[src/rtl/mm_seq_ctrl.sv]
// Matrix-multiply sequencer: loads one input frame, runs the MAC ALU, and
// serialises each captured group of four MU results into the result RAM.
module mm_seq_ctrl #(
  parameter int unsigned IN_WORDS = 8,
  parameter int unsigned IN_AW    = 3,
  parameter int unsigned RES_W    = 18,
  parameter int unsigned RES_AW   = 4,
  parameter int unsigned TIMEOUT  = 63
) (
  input  logic              i_clk,
  input  logic              i_rst,
  input  logic              i_start,
  input  logic              i_in_valid,
  output logic              o_in_ready,
  output logic              o_buf_we,
  output logic [IN_AW-1:0]  o_buf_addr,
  output logic              o_alu_en,
  input  logic              i_alu_web,
  input  logic              i_alu_done,
  input  logic [RES_W-1:0]  i_mu1,
  input  logic [RES_W-1:0]  i_mu2,
  input  logic [RES_W-1:0]  i_mu3,
  input  logic [RES_W-1:0]  i_mu4,
  output logic              o_ram_we,
  output logic [RES_AW-1:0] o_ram_addr,
  output logic [RES_W-1:0]  o_ram_wdata,
  output logic              o_busy,
  output logic              o_done,
  output logic [1:0]        o_err
);

  localparam int unsigned CW = $clog2(TIMEOUT + 1);
  localparam int unsigned LW = $clog2(IN_WORDS + 1);

  typedef enum logic [2:0] {S_IDLE, S_LOAD, S_RUN, S_DRAIN, S_FIN} state_t;

  state_t            r_state;
  logic              r_in_ready;
  logic [IN_AW-1:0]  r_buf_addr;
  logic [LW-1:0]     r_ld_cnt;
  logic              r_alu_en;
  logic [CW-1:0]     r_cyc;
  logic [RES_W-1:0]  r_buf [4];
  logic [2:0]        r_wr_cnt;
  logic [1:0]        r_idx;
  logic              r_ram_we;
  logic [RES_AW-1:0] r_ram_addr;
  logic [RES_W-1:0]  r_ram_wdata;
  logic              r_busy;
  logic              r_done;
  logic [1:0]        r_err;

  logic              w_accept;
  logic              w_last_accept;
  logic              w_cap;
  logic              w_timeout;
  logic [1:0]        w_nxt_idx;

  assign w_accept      = i_in_valid & r_in_ready;
  assign w_last_accept = w_accept && (r_ld_cnt == LW'(IN_WORDS - 1));
  assign w_cap         = i_alu_web && ((r_state == S_RUN) || (r_state == S_DRAIN));
  assign w_timeout     = (r_cyc == CW'(TIMEOUT - 1));
  assign w_nxt_idx     = r_idx + 2'd1;

  // The buffer write strobe tracks the handshake in the same cycle.
  assign o_buf_we    = w_accept;
  assign o_in_ready  = r_in_ready;
  assign o_buf_addr  = r_buf_addr;
  assign o_alu_en    = r_alu_en;
  assign o_ram_we    = r_ram_we;
  assign o_ram_addr  = r_ram_addr;
  assign o_ram_wdata = r_ram_wdata;
  assign o_busy      = r_busy;
  assign o_done      = r_done;
  assign o_err       = r_err;

  always_ff @(posedge i_clk) begin
    if (i_rst) begin
      r_state     <= S_IDLE;
      r_in_ready  <= 1'b0;
      r_buf_addr  <= '0;
      r_ld_cnt    <= '0;
      r_alu_en    <= 1'b0;
      r_cyc       <= '0;
      for (int i = 0; i < 4; i++) r_buf[i] <= '0;
      r_wr_cnt    <= '0;
      r_idx       <= '0;
      r_ram_we    <= 1'b0;
      r_ram_addr  <= '0;
      r_ram_wdata <= '0;
      r_busy      <= 1'b0;
      r_done      <= 1'b0;
      r_err       <= '0;
    end else begin
      r_done <= 1'b0;

      // Serialiser: a new capture always wins over the group in flight.
      if (r_ram_we) r_ram_addr <= r_ram_addr + RES_AW'(1);
      if (w_cap) begin
        r_buf[0]    <= i_mu1;
        r_buf[1]    <= i_mu2;
        r_buf[2]    <= i_mu3;
        r_buf[3]    <= i_mu4;
        r_wr_cnt    <= 3'd4;
        r_idx       <= 2'd0;
        r_ram_we    <= 1'b1;
        r_ram_wdata <= i_mu1;
        if (r_wr_cnt != 3'd0) r_err[0] <= 1'b1;
      end else if (r_ram_we) begin
        r_wr_cnt <= r_wr_cnt - 3'd1;
        if (r_wr_cnt > 3'd1) begin
          r_idx       <= w_nxt_idx;
          r_ram_wdata <= r_buf[w_nxt_idx];
        end else begin
          r_ram_we <= 1'b0;
        end
      end

      case (r_state)
        S_IDLE: begin
          if (i_start) begin
            r_state    <= S_LOAD;
            r_in_ready <= 1'b1;
            r_busy     <= 1'b1;
            r_err      <= '0;
            r_ld_cnt   <= '0;
            r_buf_addr <= '0;
            r_ram_addr <= '0;
          end
        end
        S_LOAD: begin
          if (w_accept) begin
            r_ld_cnt   <= r_ld_cnt + LW'(1);
            r_buf_addr <= r_buf_addr + IN_AW'(1);
          end
          if (w_last_accept) begin
            r_state    <= S_RUN;
            r_in_ready <= 1'b0;
            r_alu_en   <= 1'b1;
            r_cyc      <= '0;
          end
        end
        S_RUN: begin
          r_cyc <= r_cyc + CW'(1);
          if (i_alu_done || w_timeout) begin
            r_state  <= S_DRAIN;
            r_alu_en <= 1'b0;
            if (!i_alu_done) r_err[1] <= 1'b1;
          end
        end
        S_DRAIN: begin
          if ((r_wr_cnt == 3'd0) && !r_ram_we && !w_cap) begin
            r_state <= S_FIN;
            r_done  <= 1'b1;
          end
        end
        S_FIN: begin
          r_state <= S_IDLE;
          r_busy  <= 1'b0;
        end
        default: r_state <= S_IDLE;
      endcase
    end
  end

endmodule
[config.mk]
export PLATFORM = sky130hd
export DESIGN_NAME = mm_seq_ctrl
export DESIGN_NICKNAME = d
export VERILOG_FILES = /design/src/rtl/mm_seq_ctrl.sv
export SDC_FILE = /design/constraint.sdc
export NUM_CORES = 1
export LEC_CHECK = 0
export BUFFER_PORTS_ARGS = -buffer_cell sky130_fd_sc_hd__buf_2
export CAP_MARGIN = 20
export CORE_MARGIN = 5
export CORE_UTILIZATION = 32
export DETAILED_ROUTE_END_ITERATION = 8
export HOLD_SLACK_MARGIN = 0.02
export PLACE_DENSITY = 0.51
export SLEW_MARGIN = 20
export SYNTH_ARGS = -nofsm -noshare
export SYNTH_HDL_FRONTEND = slang
export SYNTH_SLANG_ARGS = --single-unit
[constraint.sdc]
create_clock -name i_clk -period 2.5 [get_ports i_clk]
set_input_delay 0 -clock i_clk [delete_from_list [all_inputs] [get_ports i_clk]]
set_output_delay 0 -clock i_clk [all_outputs]
set_load 0.01 [all_outputs]
Yosys cells after proc, flatten, opt, wreduce, memory -nomap -nowiden
Memories as Yosys holds them, arrays and structs flattened. Index checks and enable logic that the tools add are counted.

Memory bits (writable): 72. Memories: 1. Input bits: 78. Word-level logic and storage cells: 118. Bits in registers: 50.

Memory list: r_buf (depth 4, bits a word 18, rd ports 1, clocked after memory_dff 0, wr ports 4, RTL line 43) `logic [RES_W-1:0] r_buf [4];`.

$add $sub $neg: 6. Eq/ne operators: 12. Muxes and demuxes: 48. Bitwise logic cells: 6. Order comparisons: 1. Reductions and logical operators: 28.

Operator list (count): 18-bit 2-to-1 mux (7); 3-bit 2-to-1 mux (8); 4-bit 2-to-1 mux (5); 1-bit 2-to-1 mux (18); 3-bit case mux with 4 select lines (1); 6-bit case mux with 2 select lines (1); 2-bit nonzero test (6); 3-bit AND reduction (3); 4-bit by 1-bit adder with 4-bit output, second input constant (2); 2-bit != test, second input constant (4); 1-bit case mux with 2 select lines (4); 4-bit case mux with 2 select lines (1); 2-bit AND reduction (4); 4-bit AND reduction (2); 6-bit by 1-bit adder with 6-bit output, second input constant (1); 3-bit by 2-bit equality test with 1-bit output, second input constant (2); 6-bit equality test, second input constant (1); 3-bit logical NOT (2); 6-bit 2-to-1 mux (1); 3-bit case mux with 2 select lines (1); 4-bit by 3-bit equality test with 1-bit output, second input constant (1); 1-bit logical AND (4); 2-bit by 1-bit != test with 1-bit output, second input constant (2); 1-bit bitwise OR (4); other kinds (13) (16).

Depth between registers and ports, before layout
Gate-level depths: netlist of the first run.

Depth in word-level cells: 7. Depth in mapped cells: 7. Gate-level depth less buffers: 6.

Least setup slack after synthesis of the first run
Ideal clock, no wire load.

Kind: register -> register. From: register r_state[2]. To: memory r_buf[0][0] (enable). Setup slack: 344 ps. Arrival: 1755 ps. Cell stages (with the launch flop): 4. Clock period less this slack: 2156 ps. Setup time: 401 ps. Cell sequence: dfxtp_1 -> nand3b_1 -> nand2b_1 -> buf_2.

RTL lines: start: declaration (RTL line 37) `state_t r_state;`; start signal: assignment (RTL line 79) `r_state <= S_IDLE;`; start signal: assignment (RTL line 122) `r_state <= S_LOAD;`; start signal: assignment (RTL line 137) `r_state <= S_RUN;`; end: declaration (RTL line 43).

==> flow_summary_export.csv, run 1 <==
group,metric,value,unit
grt,first_global_vias,3614,
floorplan,num_rows,47,
floorplan,start_util,32.4,%
logic_synthesis,avgSynthCellArea,13.4,um^2
finish,multiInputGateArea,2020,um^2
clock_tree,clock-sinks,122,
routing,drt_pre_antenna_iters,4,
place,place.gp.congestion,0.732,
logic_synthesis,ys_warn_count,0,
floorplan,fp.dieW,139,um
logic_synthesis,synthesis.nets,485,
grt,grt_max_degree,95,
clock_tree,clkTransAtPathRegs,0.05,ns
routing,ant_nets,0,
timing,fin_setup_tns,0,ns
timing,period_minus_slack,1.90,ns
flow_run,drv_cap,0,
clock_tree,htreeDepth,4,
finish,syn_to_final_growth,39.1,%
setup_path,cp-end-kind,"flop",
clock_tree,cts_resized,0,
timing,relSlewSlack,56.7,%
place,detailed_place_hpwl,7.32,mm
routing,drc,0,
clock_tree,clockBufferDepth,2,
clock_tree,cts_tree,"built",
logic_synthesis,yosysTopAreaCell,"edfxtp_1",
finish,ff_latch_area,3160,um^2
timing,setup_violations,0,
logic_synthesis,netlist_top_cells_area,"edfxtp_1 41%, dfxtp_1 19%, and2_1 8.5%, mux4_2 5.1%, mux2i_1 3.9%",
timing,skew,0.0106,ns
routing,wl_per_cell,13.9,um
timing,rsz0062_at_grt,"false",
routing,num_vias,3646,
logic_synthesis,netlist_instances,399,
clock_tree,cts_made_buffers,17,
clock_tree,clock_latency,0.41,ns
place,detailed_place.area,6100,um^2
timing,worst_slew_pin_slew,0.649,ns
floorplan,die-area,19300,um^2
pwr,power.density,637,nW/um^2
setup_path,cp_data_required_time,2.54,ns
grt,grt_antenna_before_repair,0,
timing,fin_crit_sh,76.0,%
logic_synthesis,seq_area_frac_synth,59.4,%
timing,slew_viol_final,0,
finish,drive_above_1_share,27.5,%
grt,grt_first_pass_wirelength,18.3,mm
worst_hold_path,hp-class,"in2reg",
logic_synthesis,synth_edf_count,72,
floorplan,num_io_pins,111,
routing,drt-initial-drc-count,115,
setup_path,cp-start-kind,"flop",
run_status,status,"finished, final reports clean",
setup_path,crit_arrival,1.94,ns
grt,grtUsageTotal,11.9,%
finish,final_net_count,670,
finish,final_area,7410,um^2
finish,antenna_cells,0,
clock_tree,clockRootBuffer,"clkbuf_16",
floorplan,core_area,16500,um^2
place,portBuffers,110,
pwr,p_leak,3.10,nW
routing,finalWirelength,11.4,mm
setup_path,worstSetupPathType,"reg2reg",
logic_synthesis,ys_ff_latch,122,
finish,fill_cells,1556,
routing,avgViaCountPerCell,4.46,
logic_synthesis,syn_area,5330,um^2
logic_synthesis,ys_async_sr_fraction,0,%
timing,hold_viol,0,
timing,clock.fmax,0.527,GHz
logic_synthesis,synth-main-ff-cell,"edfxtp_1",
logic_synthesis,synth_top_area_share,40.6,%
logic_synthesis,netlist-cell-type-count,50,
pwr,irDropWorstVdd,448,uV
floorplan,dieHeight,139,um
setup_path,path_max_fanout,94,
grt,overflow,0,
synth_stat cells, types with 2 or more instances:
library cell and count:
a211oi_1 2, a21oi_1 12, a31oi_1 2, and2_0 2, and2_1 72, and3_1 4
and3b_1 2, buf_2 7, buf_4 2, buf_6 4, clkbuf_1 12, dfxtp_1 50
edfxtp_1 72, ha_1 8, inv_1 6, mux2_1 2, mux2i_1 21, mux4_1 6
mux4_2 12, nand2_1 9, nand2b_1 3, nand3_1 9, nand4_1 2, nand4b_1 2
nor2_1 23, nor3_1 2, nor4b_1 2, o21bai_1 18, o31ai_1 2, xnor2_1 3
xor2_1 7
area by class of cell:
| type | instances | area share [%] |
|---|---|---|
| Clock buffer | 23 | 6.18 |
| Clock inverter | 9 | 1.33 |
| Inverter | 6 | 0.304 |
| Multi-Input combinational cell | 246 | 27.3 |
| Sequential cell | 122 | 42.7 |
| Tap cell | 220 | 3.71 |
| Timing Repair Buffer | 191 | 18.5 |
metrics by stage:
step / setup slack [ns] / cells / total power (W) / hold slack, ns / util (%)
2_1_floorplan: 0.344 / 399 / 0.00229 / 0.0760 / -
3_3_place_gp: 0.652 / 710 / 0.00237 / 0.279 / 37.1
3_5_place_dp: 0.631 / 710 / 0.00238 / 0.278 / 37.1
4_1_cts: 0.618 / 817 / 0.00480 / 0.0240 / 45.0
5_1_grt: 0.495 / 817 / 0.00492 / 0.0520 / 45.0
6_report: 0.601 / 817 / 0.00472 / 0.0414 / 45.0
critical path, stage by stage, from the launching register on:
cell and delay (ns):
dfxtp_1 0.51, nand3b_1 0.37, nand2b_4 0.19, buf_12 0.38
state kept, by name (all words and copies together), names as in the netlist:
| register | flops |
|---|---|
| r_idx | 2 |
| o_err | 2 |
| o_done | 1 |
| o_ram_we | 1 |
| o_in_ready | 1 |
| o_ram_wdata | 18 |
| r_cyc | 6 |
| o_buf_addr | 3 |
| r_wr_cnt | 3 |
| r_state | 3 |
| r_ld_cnt | 4 |
| o_busy | 1 |
| o_ram_addr | 4 |
| o_alu_en | 1 |
| r_buf | 72 |
power breakdown:
part | switching, W | internal [W]
clock network | 0.000819 | 0.00148
logic | 0.0000876 | 0.000150
registers | 0.0000159 | 0.00217
kinds of logic (layout without fill, tap and decap cells):
kind of cell / Yosys count / in the layout / synth area share (%)
buffers and inverters: 31 / 229 / 3.05
muxes: 41 / 41 / 12.4
xor gates and xnor gates: 10 / 10 / 1.64
AOI/OAI and AO/OA: 44 / 44 / 5.78
DFF: 122 / 122 / 59.4
adders and majority gates: 8 / 8 / 1.88
and+or+nand+nor: 143 / 143 / 15.9
repair_timing:
item | 4_1_cts | 5_1_grt
setup buffers | 0 | 0
hold endpoints to repair | 94 | 0
endpoints found under the setup margin | 0 | 0
hold buffers | 75 | 0
per-layer routing:
metal | share of wire (%) | wire (um) | vias to the layer above | global-route usage (%)
met2 | 50 | 5690 | 100 | 19.5
met1 | 43 | 4860 | 1720 | 14.7
li1 | - | - | 1815 | -
met3 | 6.0 | 688 | 11 | 4.00
met5 | 0 | 0 | - | 0
met4 | 1.2 | 133 | 0 | 4.58
placed cells by master, fill, tap and decap left out, types with 3 or more instances in the layout:
cell type	Yosys	layout
o21bai_1	18	18
edfxtp_1	72	72
ha_1	8	8
buf_4	2	4
mux4_1	6	6
and2_1	72	72
nor2_1	23	23
dlygate4sd3_1	0	75
mux4_2	12	12
mux2i_1	21	21
clkinv_2	0	3
clkbuf_16	0	17
clkbuf_1	12	5
and3_1	4	4
xor2_1	7	7
nand3_1	9	9
a21oi_1	12	12
dfxtp_1	50	49
xnor2_1	3	3
inv_1	6	6
nand2_1	9	9
buf_2	7	110
final timing paths:
check	from	to	slack, ns	depth (start not counted)
min	i_rst	r_ld_cnt[0]	0.04	2
min reg2reg	r_cyc[5]	r_cyc[5]	0.46	1
max reg2reg	r_state[1]	r_buf[3][1]	0.60	3
max	r_state[1]	r_buf[3][1]	0.60	3
(Power assumes the default switching activity.)
==> inputs of run 2 (changes only) <==
--- a/config.mk
+++ b/config.mk
@@ -5,6 +5,7 @@
 export SDC_FILE = /design/constraint.sdc
 export NUM_CORES = 1
 export LEC_CHECK = 0
+export ABC_AREA = 1
 export BUFFER_PORTS_ARGS = -buffer_cell sky130_fd_sc_hd__buf_2
 export CAP_MARGIN = 20
 export CORE_MARGIN = 5
==> constraint.sdc (replaced) <==
create_clock -name i_clk -period 1.8 [get_ports i_clk]
set_input_delay 0 -clock i_clk [delete_from_list [all_inputs] [get_ports i_clk]]
set_output_delay 0 -clock i_clk [all_outputs]
set_load 0.01 [all_outputs]
==> run 2 against run 1 <==
- clock power up 41%
- clock skew down 0.0023 ns
- cell count up 36%
- first-iteration DRC count up 92%
- sequential share of layout area down 1.9 points
- non-clock buffer count up 9
- global-route usage up 2.7 points
- highest routed layer unchanged
- critical endpoint is now o_ram_wdata[10]
- area after synthesis up 5.2%
- total power up 81%
- wire length up 24%
- worst hold slack better by 0.0095 ns
- combinational power rose to 7.1 times the previous value
==> flow_summary_export.csv, run 2 <==
group,metric,value,unit
run_status,status,"finished, final reports clean",
worst_hold_path,hp-class,"in2reg",
routing,wl_met2,6.07,mm
timing,clock.fmax,0.640,GHz
clock_tree,ctsHoldBuffers,74,
grt,grt_antenna_before_repair,0,
place,dp.cells,1004,
pwr,irDropWorstVdd,796,uV
setup_path,slowest_delay,0.41,ns
grt,grtUsageTotal,14.6,%
flow_run,drv_cap,0,
logic_synthesis,synthTopCellsByCount,"167 x nand2_1, 129 x nor2_1, 96 x inv_1, 72 x edfxtp_1, 50 x dfxtp_1",
place,portBuffers,110,
pwr,p_leak,3.77,nW
routing,avgViaCountPerCell,4.28,
clock_tree,clock_latency,0.41,ns
clock_tree,clockBufferDepth,2,
routing,drt-met1-wl,6.94,mm
grt,grt_max_degree,73,
routing,ant_nets,0,
place,place.gp.congestion,0.827,
finish,final_common_cell,"nand2_1",
timing,slew_viol_final,0,
logic_synthesis,synth-main-ff-cell,"edfxtp_1",
finish,final_net_count,958,
pwr,power.density,1100,nW/um^2
routing,num_vias,4744,
grt,first_global_vias,4624,
timing,rsz0062_at_grt,"false",
finish,fill_cells,1690,
timing,fin_crit_sh,86.8,%
routing,finalWirelength,14.0,mm
clock_tree,cts_made_buffers,17,
routing,dr_wl_met3,827,um
finish,antenna_cells,0,
finish,layout_common_cells,"166 x nand2_1, 129 x nor2_1, 110 x buf_2, 96 x inv_1, 74 x dlygate4sd3_1",
setup_path,cp-start-kind,"flop",
finish,drive_above_1_share,19.1,%
setup_path,crit_arrival,1.92,ns
floorplan,core_area,17200,um^2
finish,syn_to_final_growth,38.2,%
clock_tree,clkTransAtPathRegs,0.06,ns
timing,fin_setup_tns,0,ns
logic_synthesis,syn_area,5600,um^2
floorplan,start_util,32.5,%
setup_path,cp_common_cell,"nand2_1",
logic_synthesis,netlist_top_cells_area,"edfxtp_1 39%, dfxtp_1 18%, nand2_1 11%, nor2_1 8.6%, inv_1 6.4%",
timing,period_minus_slack,1.56,ns
routing,drc,0,
logic_synthesis,yosysTopAreaCell,"edfxtp_1",
logic_synthesis,ys_ff_latch,122,
worst_hold_path,worstHoldPathCells,3,
logic_synthesis,synth_most_common_cell,"nand2_1",
setup_path,path_cells,"inv_2 > nand3_4 > buf_4 > nand2_2 > nor2_1 > nand2_1 > nand2_1",
setup_path,cp-end-kind,"flop",
clock_tree,post_cts_buffers,0,
clock_tree,cts_tree,"built",
setup_path,cp_slowest_cell,"dfxtp_1",
logic_synthesis,synthesis.nets,763,
finish,top_register,"r_buf",
routing,drt_pre_antenna_iters,4,
logic_synthesis,ys_warn_count,0,
routing,top_layer_used,"met4",
logic_synthesis,netlist_instances,677,
timing,setup_violations,0,
grt,overflow,0,
clock_tree,htreeDepth,4,
clock_tree,clockRootBuffer,"clkbuf_16",
logic_synthesis,synth_top_area_share,38.6,%
routing,drt-initial-drc-count,221,
setup_path,worstSetupPathType,"reg2reg",
logic_synthesis,netlist-cell-type-count,30,
logic_synthesis,avgSynthCellArea,8.28,um^2
floorplan,num_rows,48,
timing,relSlewSlack,69.1,%
clock_tree,cts_resized,0,
clock_tree,clock-sinks,122,
place,detailed_place_hpwl,9.35,mm
routing,wl_per_cell,12.7,um
floorplan,fp.dieW,142,um
finish,stdcell_count,1109,
grt,grt_first_pass_wirelength,23.3,mm
worst_hold_path,worstHoldStart,"i_rst",
timing,hold_viol,0,
finish,final_util,44.9,%
floorplan,num_io_pins,111,
setup_path,regToRegSetupSlack,0.24,ns
logic_synthesis,ys_async_sr_fraction,0,%
floorplan,die-area,20300,um^2
setup_path,worstReg2RegStart,"r_state[2]",
setup_path,worstReg2RegEnd,"o_ram_wdata[10]",
setup_path,reg2reg_depth,7,
worst_hold_path,worstHoldEndpoint,"o_in_ready",
logic_synthesis,seq_area_frac_synth,56.5,%
floorplan,dieHeight,142,um
timing,worst_slew_pin_slew,0.463,ns
timing,skew,0.00826,ns
logic_synthesis,synth_edf_count,72,
setup_path,path_max_fanout,14,
setup_path,cp_data_required_time,2.16,ns
finish,largest_reg_flops,72,
pwr,p_total,0.00853,W
[run 2: logic make-up after synthesis]
kind of cell,share of synthesized area [%]
xor+xnor,0.625
flops,56.5
buf+inv,9.56
simple gates,23.8
fa+ha+maj,1.79
compound gates,7.73
[run 2: critical path: cells and delay by family (launching register included)]
kind / cells / cell delay, ns
flops: 1 / 0.41
simple gates: 5 / 0.76
buf+inv: 2 / 0.33
[run 2: final cells by class]
class / count / area (um^2) / share of cell area (%)
well taps: 225 / 282 / 3.63
clock inverters: 12 / 128 / 1.65
multi-input cells: 430 / 1910 / 24.7
inverters: 101 / 379 / 4.89
flip-flops and latches: 122 / 3160 / 40.8
repair buffers: 200 / 1450 / 18.7
clock buffers: 19 / 433 / 5.59
[run 2: metal layers]
| metal | global-route usage, % | vias to the layer above |
|---|---|---|
| met4 | 5.05 | 0 |
| met5 | 0 | - |
| li1 | - | 2519 |
| met1 | 21.0 | 2101 |
| met3 | 3.80 | 13 |
| met2 | 21.4 | 111 |
[run 2: how the worst max path moves through the flow]
| stage | end | start |
|---|---|---|
| global placement | o_ram_wdata[4] | r_state[2] |
| global route | o_ram_wdata[10] | r_wr_cnt[1] |
| detailed placement | o_ram_wdata[11] | r_state[2] |
| CTS | o_ram_wdata[11] | r_state[2] |
| finish | o_ram_wdata[10] | r_state[2] |
| floorplan | o_ram_wdata[10] | r_state[1] |
[run 2: power breakdown]
group	internal, W	switching [W]	leakage, nW	total (W)
logic	0.000650	0.00103	2.35	0.00168
clock network	0.00202	0.00122	0.266	0.00324
registers	0.00341	0.000194	1.16	0.00361
total	0.00608	0.00245	3.77	0.00853
[run 2: per-stage QoR]
stage | instance area [um^2] | setup WS [ns] | hold WS (ns)
6_report | 7740 | 0.238 | 0.0509
5_1_grt | 7740 | 0.0244 | 0.0635
2_1_floorplan | 5610 | 0.0691 | 0.128
4_1_cts | 7740 | 0.190 | 0.0326
3_3_place_gp | 6440 | 0.269 | 0.299
3_5_place_dp | 6440 | 0.206 | 0.300
==> inputs of run 3 (changes only) <==
--- a/config.mk
+++ b/config.mk
@@ -8,11 +8,13 @@
 export ABC_AREA = 1
 export BUFFER_PORTS_ARGS = -buffer_cell sky130_fd_sc_hd__buf_2
 export CAP_MARGIN = 20
+export CELL_PAD_IN_SITES_DETAIL_PLACEMENT = 1
+export CELL_PAD_IN_SITES_GLOBAL_PLACEMENT = 1
 export CORE_MARGIN = 5
 export CORE_UTILIZATION = 32
 export DETAILED_ROUTE_END_ITERATION = 8
 export HOLD_SLACK_MARGIN = 0.02
-export PLACE_DENSITY = 0.51
+export PLACE_DENSITY = 0.65
 export SLEW_MARGIN = 20
 export SYNTH_ARGS = -nofsm -noshare
 export SYNTH_HDL_FRONTEND = slang
==> run 3 against run 2 <==
- sequential power is essentially flat
- clock skew grew 0.0019 ns
- cell count is essentially flat
- core utilization grew 0.25 points
- flip-flop and latch count is the same
- die area is the same
- combinational power grew 4%
- sequential share of layout area shrank 0.22 points
- maximum frequency shrank 4.3%
- first-iteration DRC count shrank 2.7%
- highest routed layer unchanged
==> flow_summary_export.csv, run 3 (synthesis results as in run 2) <==
group,metric,value,unit
pwr,irDropWorstVdd,717,uV
clock_tree,clockRootBuffer,"clkbuf_16",
clock_tree,cts_tree,"built",
timing,period_minus_slack,1.63,ns
routing,drc,0,
place,portBuffers,110,
setup_path,cp_data_required_time,2.15,ns
setup_path,worstSetupPathType,"reg2reg",
grt,first_global_vias,5448,
grt,overflow,0,
worst_hold_path,hp-class,"in2reg",
timing,relSlewSlack,68.9,%
setup_path,crit_arrival,1.98,ns
floorplan,die-area,20300,um^2
routing,wl_per_cell,14.8,um
finish,antenna_cells,0,
finish,fill_cells,2041,
setup_path,cp-end-kind,"flop",
timing,worst_slew_pin_slew,0.464,ns
timing,setup_violations,0,
run_status,status,"finished, final reports clean",
timing,rsz0062_at_grt,"false",
finish,syn_to_final_growth,39.0,%
pwr,p_leak,3.80,nW
setup_path,path_max_fanout,4,
floorplan,dieHeight,142,um
timing,hold_viol,0,
finish,layout_common_cells,"166 x nand2_1, 128 x nor2_1, 110 x buf_2, 96 x inv_1, 76 x dlygate4sd3_1",
timing,fin_crit_sh,90.6,%
finish,drive_above_1_share,19.0,%
grt,grtUsageTotal,17.0,%
finish,largest_reg_flops,72,
floorplan,num_rows,48,
floorplan,core_area,17200,um^2
timing,fin_setup_tns,0,ns
clock_tree,clock_latency,0.41,ns
grt,grt_first_pass_wirelength,27.3,mm
floorplan,fp.dieW,142,um
place,place_ws,0.145,ns
place,place.gp.congestion,0.814,
finish,top_register,"r_buf",
timing,slew_viol_final,0,
timing,setup_ws,0.169,ns
routing,drt_pre_antenna_iters,4,
routing,ant_nets,0,
clock_tree,clkTransAtPathRegs,0.05,ns
setup_path,slowest_delay,0.57,ns
finish,final_net_count,958,
routing,avgViaCountPerCell,4.49,
pwr,p_total,0.00877,W
grt,grt_antenna_before_repair,0,
setup_path,path_cells,"nor3_1 > nand2_1 > a21oi_1 > dlygate4sd3_1",
floorplan,start_util,32.5,%
routing,num_vias,4987,
timing,skew,0.0102,ns
finish,final_common_cell,"nand2_1",
routing,drt-initial-drc-count,215,
place,detailed_place_hpwl,10.9,mm
timing,clock.fmax,0.613,GHz
setup_path,cp-start-kind,"flop",
routing,finalWirelength,16.4,mm
setup_path,crit_buf_inv,1,
clock_tree,clockBufferDepth,2,
setup_path,cp_slowest_cell,"dlygate4sd3_1",
setup_path,cp_top_family,"buffers and inverters",
flow_run,drv_cap,0,
pwr,power.density,1130,nW/um^2
floorplan,num_io_pins,111,
clock_tree,cts_made_buffers,17,
clock_tree,htreeDepth,4,
clock_tree,clock-sinks,122,
grt,grt_max_degree,73,
-- run 3: cell types whose count changed in the layout (fill, tap and decap cells not counted), sizes merged --
cell         before  now
clkinv            8    6
dlygate4sd3      74   76
buf             126  124
clkbuf           19   25
clkinvlp          3    0
-- run 3: worst paths after layout --
kind                                  from  cells after the start  slack, ns           to
worst max-delay path            r_state[0]                      4       0.17       o_busy
worst min-delay path             i_alu_web                      5       0.05  r_wr_cnt[2]
worst max register to register  r_state[0]                      4       0.17       o_busy
worst min register to register    o_err[1]                      2       0.45     o_err[1]
-- run 3: through the flow --
| step | hold slack, ns | instance area [um^2] | utilization [%] | cells |
|---|---|---|---|---|
| floorplan | 0.128 | 5610 | - | 677 |
| global placement | 0.297 | 6430 | 37.3 | 1002 |
| detailed placement | 0.307 | 6430 | 37.3 | 1002 |
| CTS | 0.0486 | 7780 | 45.2 | 1110 |
| global route | 0.0868 | 7790 | 45.2 | 1110 |
| finish | 0.0521 | 7790 | 45.2 | 1110 |
-- run 3: layout make-up --
type / instances / area [um^2] / area share (%)
clock inverters: 7 / 88.8 / 1.14
inverters: 101 / 379 / 4.87
flip-flops and latches: 122 / 3160 / 40.6
well taps: 225 / 282 / 3.62
clock buffers: 25 / 507 / 6.51
repair buffers: 200 / 1450 / 18.7
multi-input cells: 430 / 1910 / 24.6
-- run 3: worst register-to-register path, cell delays in order, from the launching register on --
cell,delay [ns]
dfxtp_1,0.36
nor3_1,0.29
nand2_1,0.17
a21oi_1,0.18
dlygate4sd3_1,0.57
-- run 3: where the power goes --
group	total, W	switching [W]	internal, W	leakage (nW)
Sequential	0.00363	0.000214	0.00342	1.16
Clock	0.00340	0.00118	0.00222	0.296
Combinational	0.00174	0.00108	0.000655	2.35
Total	0.00877	0.00248	0.00630	3.80
-- run 3: metal layers --
metal / global-route usage, % / part of all wire (%) / vias to the layer above
li1: - / - / 2511
met1: 21.2 / 44 / 2343
met2: 29.4 / 50 / 111
met3: 4.13 / 4.5 / 22
met4: 5.25 / 1.6 / 0
met5: 0 / 0 / -
-- run 3: repair_timing --
item / CTS / global route
resized for setup: 0 / 1
setup buffers: 0 / 0
setup endpoints to repair: 0 / 6
hold endpoints to repair: 93 / 0
hold buffers: 76 / 0
